<file path="src/rtl/uart_tx_ext.sv">
// Parametrised UART transmitter with an input FIFO: configurable data width,
// parity mode and stop-bit count, frames sent back-to-back while words are queued.
module uart_tx_ext #(
    parameter int F          = 50000000,
    parameter int BAUD       = 115200,
    parameter int DATA_W     = 8,
    parameter int PARITY     = 0,
    parameter int STOP_BITS  = 1,
    parameter int FIFO_DEPTH = 4
) (
    input  logic              i_clk,
    input  logic              i_rst,
    input  logic [DATA_W-1:0] i_data,
    input  logic              i_valid,
    output logic              o_ready,
    output logic              o_tx,
    output logic              o_busy,
    output logic [2:0]        o_state
);

    localparam int N  = (F + BAUD / 2) / BAUD;
    localparam int CW = $clog2(N);
    localparam int IW = $clog2(DATA_W);
    localparam int AW = $clog2(FIFO_DEPTH);

    typedef enum logic [2:0] {
        S_IDLE   = 3'd0,
        S_START  = 3'd1,
        S_DATA   = 3'd2,
        S_PARITY = 3'd3,
        S_STOP   = 3'd4
    } state_t;

    state_t            state;
    logic [CW-1:0]     cnt;
    logic [IW-1:0]     idx;
    logic [DATA_W-1:0] shreg;
    logic              par_bit;

    logic [DATA_W-1:0] mem [FIFO_DEPTH];
    logic [AW-1:0]     wr_ptr;
    logic [AW-1:0]     rd_ptr;
    logic [AW:0]       count;
    logic [AW:0]       count_next;

    logic              bit_done;
    logic              stop_done;
    logic              fifo_empty;
    logic              push;
    logic              pop;
    logic              tx_bit;
    logic [DATA_W-1:0] head;

    // Handshake: a word is accepted on a rising edge where i_valid and o_ready
    // are both high; o_ready is registered and never high while the FIFO is full.
    assign head       = mem[rd_ptr];
    assign fifo_empty = (count == '0);
    assign bit_done   = (cnt == CW'(N - 1));
    assign stop_done  = (state == S_STOP) && bit_done && (idx == IW'(STOP_BITS - 1));
    assign push       = i_valid && o_ready && !i_rst;
    assign pop        = !fifo_empty && ((state == S_IDLE) || stop_done);
    assign count_next = count + {{AW{1'b0}}, push} - {{AW{1'b0}}, pop};
    assign o_state    = state;

    always_comb begin
        tx_bit = 1'b1;
        case (state)
            S_START:  tx_bit = 1'b0;
            S_DATA:   tx_bit = shreg[0];
            S_PARITY: tx_bit = par_bit;
            default:  tx_bit = 1'b1;
        endcase
    end

    always_ff @(posedge i_clk) begin
        if (push) mem[wr_ptr] <= i_data;
    end

    // The line and busy flag are registered from the current state, so every
    // bit appears on o_tx one edge after the FSM enters it, uniformly.
    always_ff @(posedge i_clk) begin
        if (i_rst) begin
            state   <= S_IDLE;
            cnt     <= '0;
            idx     <= '0;
            shreg   <= '0;
            par_bit <= 1'b0;
            wr_ptr  <= '0;
            rd_ptr  <= '0;
            count   <= '0;
            o_tx    <= 1'b1;
            o_ready <= 1'b0;
            o_busy  <= 1'b0;
        end else begin
            count   <= count_next;
            o_ready <= (count_next != (AW+1)'(FIFO_DEPTH));
            o_tx    <= tx_bit;
            o_busy  <= (state != S_IDLE) || !fifo_empty;
            if (push) wr_ptr <= wr_ptr + 1'b1;
            if (pop) begin
                rd_ptr  <= rd_ptr + 1'b1;
                shreg   <= head;
                par_bit <= (^head) ^ (PARITY == 1);
            end
            case (state)
                S_IDLE: begin
                    cnt <= '0;
                    idx <= '0;
                    if (pop) state <= S_START;
                end
                S_START: begin
                    if (bit_done) begin
                        cnt   <= '0;
                        idx   <= '0;
                        state <= S_DATA;
                    end else begin
                        cnt <= cnt + 1'b1;
                    end
                end
                S_DATA: begin
                    if (bit_done) begin
                        cnt   <= '0;
                        shreg <= shreg >> 1;
                        if (idx == IW'(DATA_W - 1)) begin
                            idx   <= '0;
                            state <= (PARITY != 0) ? S_PARITY : S_STOP;
                        end else begin
                            idx <= idx + 1'b1;
                        end
                    end else begin
                        cnt <= cnt + 1'b1;
                    end
                end
                S_PARITY: begin
                    if (bit_done) begin
                        cnt   <= '0;
                        idx   <= '0;
                        state <= S_STOP;
                    end else begin
                        cnt <= cnt + 1'b1;
                    end
                end
                S_STOP: begin
                    if (bit_done) begin
                        cnt <= '0;
                        if (idx == IW'(STOP_BITS - 1)) begin
                            idx   <= '0;
                            state <= pop ? S_START : S_IDLE;
                        end else begin
                            idx <= idx + 1'b1;
                        end
                    end else begin
                        cnt <= cnt + 1'b1;
                    end
                end
                default: state <= S_IDLE;
            endcase
        end
    end

endmodule

</file>
<file path="config.mk">
export PLATFORM = sky130hd
export DESIGN_NAME = uart_tx_ext
export DESIGN_NICKNAME = d
export VERILOG_FILES = /design/src/rtl/uart_tx_ext.sv
export SDC_FILE = /design/constraint.sdc
export NUM_CORES = 1
export LEC_CHECK = 0
export BUFFER_PORTS_ARGS = -buffer_cell sky130_fd_sc_hd__buf_4
export CAP_MARGIN = 20
export CELL_PAD_IN_SITES_DETAIL_PLACEMENT = 0
export CELL_PAD_IN_SITES_GLOBAL_PLACEMENT = 1
export CORE_MARGIN = 1.5
export CORE_UTILIZATION = 46
export CTS_BUF_LIST = sky130_fd_sc_hd__clkbuf_4
export CTS_CLUSTER_DIAMETER = 100
export DETAILED_ROUTE_END_ITERATION = 12
export PLACE_DENSITY = 0.74
export SLEW_MARGIN = 20
export SYNTH_ARGS = -nofsm -noshare
export SYNTH_HDL_FRONTEND = slang
export SYNTH_SLANG_ARGS = --single-unit
</file>
<file path="constraint.sdc">
create_clock -name i_clk -period 2.7 [get_ports i_clk]
set_input_delay 0.54 -clock i_clk [delete_from_list [all_inputs] [get_ports i_clk]]
set_output_delay 0.54 -clock i_clk [all_outputs]
set_load 0.02 [all_outputs]
</file>
; Word-level counts from Yosys, hierarchy flattened
; Memory sizes are Yosys's and may differ from the RTL's. A register that Yosys moved wholly into a read port is not among the register bits.
; Cells that the tools add are included.
[totals]
ramBits = 32
memories = 1
romBits = 0
latchBits = 0
register_bits = 34
elab_cells = 78
input_bits = 11
[classes]
div = 0
multipliers = 0
n_eq_ne = 15
bitwise_logic = 0
mux = 25
addsub = 6
magnitude_cmp = 0
n_shift = 0
n_reduce_logical = 20
[mem_list]
columns = name, words, width, read_ports, rd_clocked_by_memory_dff, wr, line_no
row1 = mem, 4, 8, 1, 1, 1, 40  ; logic [DATA_W-1:0] mem [FIFO_DEPTH];
[ops]
columns = operator, count
row1 = 2-to-1 mux 3 bit, 12
row2 = 2-to-1 mux 8 bit, 3
row3 = case mux 9 bit (2 select lines), 1
row4 = case mux 3 bit (5 select lines), 1
row5 = "!= test 2 bit, second input constant", 6
row6 = case mux 3 bit (4 select lines), 1
row7 = "adder 9 x 1 -> 9 bit, second input constant", 1
row8 = "equality test 9 bit, second input constant", 1
row9 = logical NOT 3 bit, 3
row10 = 2-to-1 mux 9 bit, 1
row11 = parity 8 bit, 1
row12 = AND reduction 7 bit, 1
row13 = "equality test 3 x 2 -> 1 bit, second input constant", 2
row14 = "equality test 3 bit, second input constant", 2
row15 = logical AND 1 bit, 5
row16 = "adder 2 x 1 -> 2 bit, second input constant", 2
row17 = 2-to-1 mux 2 bit, 2
row18 = "!= test 2 x 1 -> 1 bit, second input constant", 2
row19 = AND reduction 4 bit, 1
row20 = nonzero test 4 bit, 1
row21 = OR reduction 4 bit, 1
row22 = adder 3 x 1 -> 3 bit, 1
row23 = "adder 3 x 1 -> 3 bit, second input constant", 1
row24 = "equality test 3 x 1 -> 1 bit, second input constant", 1
row25 = other kinds (9), 13

; Depth between registers and ports, before layout
[depth]
depth_word = 9
ltp_mapped = 13
ltp_nobuf = 12

; Worst setup path after synthesis
; OpenSTA, ideal clock, no wires.
[synth_timing]
kind = flip-flop to flip-flop
startpoint = register cnt[0]
endpoint = register o_ready
setup_slack_ns = 0.041
path_stages_with_launch = 12
setup_time_ns = 0.128
period_less_slack_ns = 2.659
arrival_time_ns = 2.531
path_cell_list = dfxtp_1 -> ha_1 -> nand4b_1 -> o31a_1 -> nor4_4 -> buf_6 -> ha_1 -> inv_1 -> ha_1 -> fa_1 -> nor3_1 -> nor2_1
[synth_via]
elab_chain_len = 7
[synth_lines]
columns = element, line_no
row1 = "start, declared", 35  ; logic [CW-1:0] cnt;
row2 = "start signal, assigned", 117  ; cnt <= cnt + 1'b1;
row3 = "start signal, assigned", 131  ; cnt <= cnt + 1'b1;
row4 = "start signal, assigned", 140  ; cnt <= cnt + 1'b1;
row5 = equality test 9 bit, 58  ; assign bit_done = (cnt == CW'(N - 1));
row6 = logical AND 1 bit (2 in a row), 59  ; assign stop_done = (state == S_STOP) && bit_done && (idx == IW'(STOP_BITS - 1));
row7 = logical OR 1 bit, 61  ; assign pop = !fifo_empty && ((state == S_IDLE) || stop_done);
row8 = logical AND 1 bit, 61
row9 = subtractor 3 x 1 -> 3 bit, 62  ; assign count_next = count + {{AW{1'b0}}, push} - {{AW{1'b0}}, pop};
row10 = named net count_next[1], 44  ; logic [AW:0] count_next;
row11 = != test 3 bit, 96  ; o_ready <= (count_next != (AW+1)'(FIFO_DEPTH));
row12 = "end signal, assigned", 96
row13 = "end, declared", 15  ; output logic o_ready,
; The timed path passes the listed nets, and every way through them passes these cells.
; A chain may end at the register's enable or synchronous reset.

; Worst setup path in the final report
; Ends and elaborated chain as after synthesis.

==> parameters.txt <==
Parameter                              Value

Outcome
  Status ... complete, no violations

GRT
  Wire length of the first global-routing pass ... 8620 um
  Vias in the first global route ... roughly 1800
  Total congestion overflow ... 0
  Combined global-route utilization of all metal layers ... 15.9%
  Initial antenna violation count ... 0
  Pin count of the biggest net entering global routing ... 31

Clocking
  Clock slew at the register clock pins of the worst setup and hold paths ... 0.13 ns
  Quantity of hold-fixing buffers added after cts ... 0
  Maximum buffer depth of the clock tree ... 2
  Quantity of gates resized following cts ... 0
  TritonCTS clock tree ... built
  Insertion delay to the later sink of the worst-skew pair ... approximately 0.40 ns
  Clk sinks ... ~70
  Number of buffers created by CTS ... 9
  Root buf cell ... clkbuf_4
  CTS HTree Levels ... 3

Timing
  Accumulated negative setup slack ... 0 ns
  Total count of hold-check failures in the final report ... 0
  Worst path setup slack after routing ... 0.172 ns
  Slew HR ... roughly 63%
  Shortest period the worst path allows ... about 2.5 ns
  Count of final max-slew check failures ... 0
  Worst hold slack ... around 0.33 ns
  Timing-limited maximum frequency ... between 0.3 and 0.4 GHz
  Final worst path period share ... 93.6%
  Worst Skew ... 0.0194 ns
  Final setup violating endpoints ... 0
  Setup repair after global routing missed its margin ... false
  Worst Tran Pin Value ... 0.555 ns

Yosys
  Post-Syn Area per Cell ... ~12 sq um
  Synthesized Nets ... approximately 270
  Synth area leader ... edfxtp_1
  Count of unique library cells instantiated by Yosys ... 44
  Number of register bits inferred by synthesis ... between 60 and 70
  Dominant register cell in the synthesized netlist ... dfxtp_1
  Async set-reset flop share out of synthesis ... 0%
  Biggest area contributors in the synthesized netlist ... edfxtp_1 (32%), dfxtp_1 (24%), mux4_2 (6.0%), ha_1 (4.6%), xnor2_1 (4.4%)
  Area of the mapped netlist ... between 2000 and 3000 sq um
  Count of mapped cells out of synthesis ... 246
  Count of flip-flops with a built-in enable after synthesis ... 32
  Total of warnings raised by yosys ... 0
  Synth top area share ... 32.2%
  Sequential cell area fraction in the yosys report ... between 50% and 60%

Pwr
  P_int ... 0.00212 W
  Standby leakage power ... 1.20 nW
  Power Dens Cells ... between 900 and 1000 nW/um^2
  Sequential share of power ... 43.2%
  Maximum vdd ir drop ... 0.618 mV
  Switching Share ... 34.8%
  Share of total power in combinational logic ... 35.4%
  Clock share of power ... between 20% and 30%
  Switching Power ... 0.00113 W

Worst setup path
  Required time worst endpoint ... 3.00 ns
  Category of the most critical setup path ... reg2reg
  Critical path cell sequence ... ha_1, nand4b_1, o31a_1, nor4_4, ha_1, inv_1, ha_1, fa_1, nor3_1, nor2_1
  Longest individual stage delay on the worst path ... 0.43 ns
  Maximum net fanout on the critical path ... 5
  Startpoint class of the critical path ... register
  CP max stage cell ... fa_1
  Nature of the critical path endpoint ... register
  Most frequent CP cell ... ha_1
  Worst endpoint data arrival time ... roughly 2.8 ns

Floorplanning
  Vertical die dimension ... roughly 84 um
  Standard cell core area ... approximately 6300 sq um
  Number of standard-cell rows in the floorplan ... 29
  Die width ... approximately 84 um
  Initial core utilization ... a little under half
  Die Outline Area ... roughly 7000 sq um
  Boundary Pins ... 17

Final layout
  Syn-to-layout area delta ... 12.4%
  Total inserted antenna cells ... 0
  FILL cells ... between 500 and 600
  Proportion of layout cells with a drive suffix above 1 ... a little under a fifth
  Final Net Count ... between 200 and 300
  Final cell count without fillers ... 352

Routing
  Remaining antenna violation count ... 0
  Drt first pass iters ... 4
  Total vias in the final route ... around 1800
  Starting DRC count in detailed routing ... 68
  Overall routed net length ... 4990 um
  DRC viols ... 0
  Post-detailed-route via-to-cell ratio ... slightly above 5
  Detailed-route wire length per cell ... roughly 14 um

Placed design
  Post-Place Worst Slack ... approximately 0.16 ns
  Number of placed cells counting well taps ... between 300 and 400
  Routability Congestion ... 0.751
  Dpl hpwl ... approximately 3500 um
  Number of port buffers ... 16

Worst hold path
  Class of the most critical hold timing path ... in2reg

Run
  Reported max-cap violation count ... 0
-- logic make-up after synthesis --
family,after synthesis,synth area share [%]
and+or+nand+nor,77,14.0
muxes,17,9.05
xor gates and xnor gates,18,5.28
buffers and inverters,24,3.35
AOI/OAI and AO/OA,30,6.75
DFF,68,56.3
adders and majority gates,12,5.28
-- per-layer routing --
layer / track usage (%) / vias to the layer above / routed length [um]
met2: 25.8 / 22 / 2400
met5: 0 / - / 0
met4: 7.75 / 0 / 84
met3: 4.85 / 6 / 128
met1: 19.4 / 866 / 2380
li1: - / 933 / -
-- per-stage QoR --
stage	total power, W	cell area, sq um	util (%)
finish	0.00325	3350	53.1
global route	0.00348	3350	53.1
CTS	0.00329	3350	53.0
detailed placement	0.00259	3200	50.7
global placement	0.00258	3200	50.7
floorplan	0.00232	2990	-
-- synthesized netlist by cell type (all sizes together), types with 2 or more instances --
cell / n
a211oi: 9
nand2b: 3
buf: 5
nand2: 9
a22oi: 2
mux4: 8
nor4: 2
nand4: 2
inv: 14
nor2: 33
nor3: 6
o41ai: 2
mux2i: 9
edfxtp: 32
nor2b: 4
and2: 4
o21ai: 3
ha: 11
nand3: 5
xor2: 3
clkbuf: 5
a21oi: 8
xnor2: 15
dfxtp: 36
-- layout make-up --
| cell class | count | area, sq um | area share [%] |
|---|---|---|---|
| Clock buffer | 9 | 67.6 | 2.01 |
| Clock inverter | 7 | 80.1 | 2.39 |
| Inverter | 14 | 52.6 | 1.57 |
| Multi-Input combinational cell | 154 | 1200 | 35.9 |
| Sequential cell | 68 | 1680 | 50.1 |
| Tap cell | 77 | 96.3 | 2.87 |
| Timing Repair Buffer | 23 | 173 | 5.15 |
-- flip-flops by register name (all words and copies together) (netlist names), named ones only --
name / cells
mem: 32
cnt: 9
shreg: 8
count: 3
idx: 3
o_state: 3
rd_ptr: 2
wr_ptr: 2
o_busy: 1
o_ready: 1
o_tx: 1
par_bit: 1
-- power by group through the flow --
stage | combinational (W) | clock (W) | sequential [W]
final | 0.00115 | 0.000694 | 0.00140
after floorplan | 0.000941 | 0 | 0.00138
after detailed placement | 0.00116 | 0 | 0.00143
after CTS | 0.00116 | 0.000715 | 0.00141
after global routing | 0.00128 | 0.000767 | 0.00143
after global placement | 0.00114 | 0 | 0.00143
-- layout by cell type, fill, tap and decap left out, drive strengths merged, types with 3 or more instances in the layout --
cell type / netlist / final
and2: 4 / 4
o21ai: 3 / 3
edfxtp: 32 / 32
dfxtp: 36 / 36
mux2i: 9 / 9
nand3: 5 / 5
mux4: 8 / 8
nand2: 9 / 9
a21oi: 8 / 8
inv: 14 / 18
xor2: 3 / 3
ha: 11 / 11
nand2b: 3 / 3
nor2b: 4 / 4
nor2: 33 / 33
clkbuf: 5 / 9
buf: 5 / 23
a211oi: 9 / 9
nor3: 6 / 6
xnor2: 15 / 15
-- worst max-delay path, delay by kind of cell (launching register included) --
kind | cells | cell delay [ns]
AO/OA/AOI/OAI | 1 | 0.36
flip-flops | 1 | 0.41
buffers and inverters | 1 | 0.05
AND/OR/NAND/NOR | 4 | 0.57
adder cells (fa/ha/maj) | 4 | 1.03
-- worst paths after layout --
path | start | cells after the start | slack, ns | end
min | i_data[2] | 1 | 0.33 | mem[0][2]
max | cnt[0] | 10 | 0.17 | o_ready
max reg2reg | cnt[0] | 10 | 0.17 | o_ready
min reg2reg | idx[0] | 2 | 0.48 | idx[0]
-- what timing repair did --
item,CTS,global route
endpoints found under the setup margin,0,1
hold endpoints to repair,0,0
setup buffers,0,1
Note: power is estimated with default switching activity, not from simulation.
